--- src/rtl/serial_subtr_seq.sv ---
// Bit-serial subtractor: computes a - b - bin one bit per clock, LSB first,
// through a single full-subtractor cell with a start/busy/done handshake.
module serial_subtr_seq #(
    parameter int WIDTH = 8
) (
    input  logic             clk,
    input  logic             rst,
    input  logic             start,
    input  logic [WIDTH-1:0] a,
    input  logic [WIDTH-1:0] b,
    input  logic             bin,
    output logic             busy,
    output logic             done,
    output logic [WIDTH-1:0] diff,
    output logic             bout,
    output logic             ovf
);

    localparam int CW = $clog2(WIDTH);
    localparam logic [CW-1:0] LAST = CW'(WIDTH - 1);

    typedef enum logic [1:0] {
        IDLE = 2'd0,
        RUN  = 2'd1,
        DONE = 2'd2
    } state_t;

    state_t           state;
    logic [WIDTH-1:0] sa;
    logic [WIDTH-1:0] sb;
    logic [WIDTH-1:0] sd;
    logic             brw;
    logic             a_msb;
    logic             b_msb;
    logic [CW-1:0]    cnt;
    logic             d_bit;
    logic             nb_bit;

    function automatic logic cell_diff(input logic x, input logic y, input logic c);
        return x ^ y ^ c;
    endfunction

    function automatic logic cell_borrow(input logic x, input logic y, input logic c);
        return (~x & y) | (~(x ^ y) & c);
    endfunction

    assign d_bit  = cell_diff(sa[0], sb[0], brw);
    assign nb_bit = cell_borrow(sa[0], sb[0], brw);

    always_ff @(posedge clk or posedge rst) begin
        if (rst) begin
            state <= IDLE;
            busy  <= 1'b0;
            done  <= 1'b0;
            diff  <= '0;
            bout  <= 1'b0;
            ovf   <= 1'b0;
            sa    <= '0;
            sb    <= '0;
            sd    <= '0;
            brw   <= 1'b0;
            a_msb <= 1'b0;
            b_msb <= 1'b0;
            cnt   <= '0;
        end else begin
            case (state)
                IDLE: begin
                    if (start) begin
                        sa    <= a;
                        sb    <= b;
                        brw   <= bin;
                        a_msb <= a[WIDTH-1];
                        b_msb <= b[WIDTH-1];
                        cnt   <= '0;
                        state <= RUN;
                        busy  <= 1'b1;
                    end
                end
                RUN: begin
                    // Result bits enter at the MSB so the last bit lands in place.
                    sd  <= {d_bit, sd[WIDTH-1:1]};
                    sa  <= {1'b0, sa[WIDTH-1:1]};
                    sb  <= {1'b0, sb[WIDTH-1:1]};
                    brw <= nb_bit;
                    cnt <= cnt + 1'b1;
                    if (cnt == LAST) begin
                        diff  <= {d_bit, sd[WIDTH-1:1]};
                        bout  <= nb_bit;
                        ovf   <= (a_msb ^ b_msb) & (a_msb ^ d_bit);
                        state <= DONE;
                        done  <= 1'b1;
                    end
                end
                DONE: begin
                    done  <= 1'b0;
                    busy  <= 1'b0;
                    state <= IDLE;
                end
                default: begin
                    done  <= 1'b0;
                    busy  <= 1'b0;
                    state <= IDLE;
                end
            endcase
        end
    end

endmodule

--- config.mk ---
export PLATFORM = sky130hd
export DESIGN_NAME = serial_subtr_seq
export DESIGN_NICKNAME = d
export VERILOG_FILES = /design/src/rtl/serial_subtr_seq.sv
export SDC_FILE = /design/constraint.sdc
export NUM_CORES = 1
export LEC_CHECK = 0
export ABC_AREA = 1
export BUFFER_PORTS_ARGS = -buffer_cell sky130_fd_sc_hd__buf_2
export CAP_MARGIN = 40
export CORE_UTILIZATION = 50
export CTS_CLUSTER_SIZE = 10
export DETAILED_ROUTE_END_ITERATION = 8
export PLACE_DENSITY = 0.74
export SYNTH_ARGS = -nofsm -noshare
export SYNTH_HDL_FRONTEND = slang
export SYNTH_SLANG_ARGS = --single-unit
--- constraint.sdc ---
create_clock -name clk -period 1.3 [get_ports clk]
set_clock_uncertainty 0.1 [all_clocks]
set_input_delay 0.195 -clock clk [delete_from_list [all_inputs] [get_ports clk]]
set_output_delay 0.195 -clock clk [all_outputs]
set_load 0.01 [all_outputs]
==> flow_summary.yaml, run 1 <==
die:
  num_io_pins: 32
  die_area_um2: 4180
  start_util: 0.528
  die_w_um: 64.6
  chipHeight_um: 64.6
  rows: 22
  fp.coreArea_um2: 3720
critical_path:
  arrival_ns: 1.56
  path_max_fanout: 2
  crit_type: "reg -> reg"
  end_kind: "flip-flop"
  start_kind: "flip-flop"
  worstPathRequired_ns: 1.45
timing:
  hold_violations: 0
  slew_violations: 0
  fmax_mhz: 708
  setup_viol: 9
  hold_slack_ns: 0.0476
  worst_pin_slew_ns: 0.293
  tns_ns: -0.425
  relSlewSlack: 0.804
  finalCritPeriodShare: 1.09
  final.setup.worst_slack_ns: -0.112
  rsz0062_at_grt: "yes"
  period_minus_slack_ns: 1.41
detailed_routing:
  dr.pass1.iters: 4
  viasPerCell: 5.01
  wl_per_cell_um: 12.9
  highest_layer: "met4"
  drtAntennaViolNets: 0
  drt_wl_total_mm: 4.20
  routed-wl-met3_um: 192
  drc_errors: 0
  dr_total_vias: 1629
  drt_iter0_drc: 114
  routedLengthMet1_mm: 1.87
  wl_met2_mm: 2.09
synthesis:
  synth_edf_count: 0
  syn_nets: 253
  yosysMostFrequentCell: "nand2_1"
  yosys.area.top_type: "dfrtp_1"
  synth.distinct_cells: 17
  yosys.area.top_type_share: 0.549
  synth_cells: 230
  synthTopCellsByCount: "nand2_1 (108), dfrtp_1 (43), nand3_1 (18), inv_1 (16), o21ai_0 (11)"
  async_reset_ff_frac: 1.00
  synth_seq_cells: 43
  syn_area_um2: 1960
  syn_area_per_cell_um2: 8.52
  dominantRegCellSynth: "dfrtp_1"
  yosysSeqAreaShare: 0.549
  synth_warnings: 0
  synthTopCellsByArea: "dfrtp_1 (55%), nand2_1 (21%), nand3_1 (4.6%)"
placed_design:
  gp_congestion: 0.755
  io_buffers: 31
  post-dp-hpwl_mm: 2.62
  dp_slack_ns: -0.128
grt:
  grt_max_degree: 44
  overflow: 0
  antenna_found_initial: 0
  grt_pass1_vias: 1466
  grt_pass1_wl_mm: 6.80
  grtUsageTotal: 0.220
finish:
  regArea_um2: 1080
  diodes: 0
  syn2layout_area_growth_pct: 25.8
  fin_util: 0.664
  fill_cells: 319
  fin_nets: 299
  multiInputGateArea_um2: 818
  drive_gt1_frac: 0.310
clock_tree:
  clk_pin_slew_ns: 0.08
  cts_tree: "built"
  cts_buffers: 5
  cts_sinks: 43
  insertion_delay_ns: 0.31
  cts_root_buffer: "clkbuf_8"
  cts.htree.levels: 2
  cts_buffer_depth: 2
status:
  violations: "negative setup slack"
  run_status: "finished, violations left"
run:
  maxCapViolCount: 0
pwr:
  sw_frac_of_total: 0.399
  pwr-share-clk: 0.175
  p_switching_mw: 2.43
  p_leak_nw: 1.32
  internal_power_mw: 3.67
  finalPower_mw: 6.10
  p_seq_frac: 0.378
  p_comb_frac: 0.447
  power.density_nw_per_um2: 2470
  peakVddDrop_mv: 1.31
min_path:
  hp-class: "in -> reg"
-- power by group through the flow --
stage | clock, mW | sequential (mW) | combinational, mW
after floorplan | 0 | 2.28 | 1.67
after global placement | 0 | 2.27 | 2.17
after detailed placement | 0 | 2.29 | 2.26
after CTS | 1.07 | 2.28 | 2.37
after global routing | 1.14 | 2.37 | 3.08
final | 1.07 | 2.31 | 2.73
-- placed cells by master, fill, tap and decap left out, drive strengths merged --
master	netlist	layout
inv	19	19
buf	10	46
clkbuf	0	5
o21ai	22	22
clkinv	0	2
dfrtp	43	43
ha	2	2
fa	1	1
nor2	4	4
bufinv	0	1
nand2	110	112
a21oi	1	1
dlygate4sd3	0	1
nand3	18	18
-- critical path: stages, from the launching register on --
cell	delay [ns]
dfrtp_1	0.36
inv_2	0.05
fa_2	0.58
inv_2	0.05
buf_4	0.13
o21ai_2	0.10
-- metrics by stage --
stage	instance area, um^2	instances
6_report	2470	325
5_1_grt	2470	325
4_1_cts	2360	320
3_5_place_dp	2190	309
3_3_place_gp	2190	309
2_1_floorplan	1970	230
-- state kept, by name (all words and copies together), names as in the netlist --
register,flops
busy,1
brw,1
state,2
done,1
cnt,3
sb,8
a_msb,1
bout,1
diff,8
b_msb,1
ovf,1
sa,8
sd,7
-- cell type report --
type                       instances  area share
sequential                        43       0.437
tap                               48      0.0243
clock buffer                       5      0.0279
timing repair buffer              47       0.130
clock inverter                     3      0.0177
inverter                          19      0.0309
multi-input combinational        160       0.332
-- what timing repair did --
item / in CTS / in global routing
cloned: 1 / 1
pin swaps: 3 / 7
setup buffers: 1 / 4
setup endpoints to repair: 13 / 23
hold buffers: 1 / 0
gates resized for setup: 7 / 21
endpoints found under the hold margin: 43 / 0
-- kinds of logic (layout without fill, tap and decap cells) --
kind of cell / count (synthesis) / count (layout) / synth area share
and+or+nand+nor: 132 / 134 / 0.276
AOI/OAI and AO/OA: 23 / 23 / 0.0740
DFF: 43 / 43 / 0.549
buffers and inverters: 29 / 74 / 0.0785
adders and majority gates: 3 / 3 / 0.0230
-- path summary, 6_finish.rpt --
path | startpoint | to | slack (ns) | cells after the start
max | brw | diff[7] | -0.11 | 5
max reg2reg | brw | diff[7] | -0.11 | 5
min in group asynchronous | rst | bout | 0.39 | 4
min | a[7] | sa[7] | 0.05 | 3
max in group asynchronous | rst | state[1] | 0.50 | 4
min reg2reg | diff[0] | diff[0] | 0.38 | 2
-- layer usage --
| metal | global-route usage | up-vias |
|---|---|---|
| met5 | 0 | - |
| met4 | 0.0528 | 0 |
| met3 | 0.0775 | 5 |
| met2 | 0.339 | 27 |
| met1 | 0.297 | 793 |
| li1 | - | 804 |
Note: power is estimated with default switching activity, not from simulation.
==> inputs of run 2 (changes only) <==
==> constraint.sdc (replaced) <==
create_clock -name clk -period 1.3 [get_ports clk]
set_clock_uncertainty 0.1 [all_clocks]
set_input_delay 0.195 -clock clk [delete_from_list [all_inputs] [get_ports clk]]
set_output_delay 0.195 -clock clk [all_outputs]
set_load 0.1 [all_outputs]
==> flow_summary.yaml, run 2 (same netlist as run 1, synthesis figures left out) <==
grt:
  grtUsageTotal: 0.226
  overflow: 0
  grt_pass1_wl_mm: 7.06
  grt_pass1_vias: 1577
  grt_max_degree: 44
  antenna_found_initial: 0
detailed_routing:
  drc_errors: 0
  viasPerCell: 5.20
  wl_per_cell_um: 13.9
  dr.pass1.iters: 4
  drt_iter0_drc: 91
  dr_total_vias: 1680
  drtAntennaViolNets: 0
  drt_wl_total_mm: 4.49
timing:
  slew_violations: 0
  worst_pin_slew_ns: 0.281
  setup_viol: 4
  hold_slack_ns: 0.0596
  hold_violations: 0
  finalCritPeriodShare: 1.12
  relSlewSlack: 0.812
  final.setup.worst_slack_ns: -0.160
  fmax_mhz: 685
  period_minus_slack_ns: 1.46
  rsz0062_at_grt: "yes"
placed_design:
  dp_slack_ns: -0.128
  dpl_cell_area_um2: 2370
  io_buffers: 31
  post-dp-hpwl_mm: 2.71
  gp_congestion: 0.821
clock_tree:
  cts_sinks: 43
  insertion_delay_ns: 0.30
  cts.htree.levels: 2
  clk_pin_slew_ns: 0.07
  cts_buffers: 5
  cts_root_buffer: "clkbuf_8"
  cts_tree: "built"
  cts_buffer_depth: 2
pwr:
  peakVddDrop_mv: 1.39
  power.density_nw_per_um2: 2880
  finalPower_mw: 7.70
  p_leak_nw: 1.38
die:
  num_io_pins: 32
  die_w_um: 64.6
  chipHeight_um: 64.6
  fp.coreArea_um2: 3720
  rows: 22
  die_area_um2: 4180
  start_util: 0.528
min_path:
  hp-class: "in -> reg"
critical_path:
  start_kind: "flip-flop"
  end_kind: "flip-flop"
  arrival_ns: 1.55
  crit_chain: "inv_2 > fa_2 > inv_2 > nand3_2 > nand2_2 > nand2_1 > nand2_1"
  critPathSlowestCell: "fa_2"
  slowest_delay_ns: 0.57
  worstPathRequired_ns: 1.39
  path_max_fanout: 3
  crit_type: "reg -> reg"
finish:
  fill_cells: 254
  mostFrequentLayoutCells: "nand2_1 (103), dfrtp_1 (41), buf_2 (19)"
  fin_nets: 298
  diodes: 0
  fin_area_um2: 2670
  drive_gt1_frac: 0.305
  mostFrequentLayoutCell: "nand2_1"
  reg.largest.list: "diff x8, sa x8, sb x8"
  fin_util: 0.719
  syn2layout_area_growth_pct: 36.3
status:
  violations: "negative setup slack"
  run_status: "finished, violations left"
run:
  maxCapViolCount: 0
==> run 2: changes by cell type in the layout (fill, tap and decap cells not counted), sizes merged <==
cell    previous run  this run
buf               46        44
clkbuf             5         7
bufinv             1         0
inv               19        18
==> run 2: path summary, 6_finish.rpt <==
path | end | slack [ns] | from | depth (start not counted)
min in group asynchronous | sb[2] | 0.41 | rst | 4
max in group asynchronous | state[0] | 0.48 | rst | 4
min | sb[7] | 0.06 | b[7] | 3
max | ovf | -0.16 | sb[0] | 7
max reg2reg | ovf | -0.16 | sb[0] | 7
min reg2reg | sb[4] | 0.38 | sb[4] | 2
==> run 2: report_power, final <==
part | total [mW] | leakage [nW] | internal (mW) | switching (mW)
Sequential | 2.42 | 0.540 | 1.93 | 0.491
Combinational | 4.43 | 0.793 | 1.66 | 2.77
Clock | 0.851 | 0.0470 | 0.417 | 0.434
Total | 7.70 | 1.38 | 4.01 | 3.70
==> run 2: cell type report <==
cell class                 count  area [um^2]  area share
timing repair buffer          46          529       0.198
tap                           48         60.1      0.0225
multi-input combinational    160          838       0.314
inverter                      19         78.8      0.0295
clock inverter                 1         5.00     0.00187
clock buffer                   6         82.6      0.0309
sequential                    43         1080       0.404
==> run 2: what timing repair did <==
item | CTS | global route
hold endpoints to repair | 43 | 0
endpoints found under the setup margin | 12 | 27
pin swaps | 1 | 5
gates resized for setup | 8 | 20
cloned | 1 | 2
hold buffers | 1 | 0
buffers inserted | 2 | 2
==> run 2: critical path: cells and delay by family (launching register included) <==
| family | cells | cell delay, ns |
|---|---|---|
| adder cells (fa/ha/maj) | 1 | 0.57 |
| flip-flops | 1 | 0.37 |
| AND/OR/NAND/NOR | 4 | 0.21 |
| buffers and inverters | 2 | 0.10 |
==> run 2: metal layers <==
| layer | vias up | part of all wire | GRT usage |
|---|---|---|---|
| li1 | 809 | - | - |
| met1 | 804 | 0.41 | 0.299 |
| met2 | 59 | 0.51 | 0.363 |
| met3 | 8 | 0.066 | 0.0546 |
| met4 | 0 | 0.016 | 0.0806 |
| met5 | - | 0 | 0 |
==> run 2: stage by stage <==
| stage | instances | setup TNS, ns |
|---|---|---|
| 3_3_place_gp | 308 | -0.327 |
| 5_1_grt | 323 | -0.837 |
| 4_1_cts | 319 | -0.190 |
| 6_report | 323 | -0.285 |
| 3_5_place_dp | 308 | -0.764 |
| 2_1_floorplan | 230 | -0.0681 |
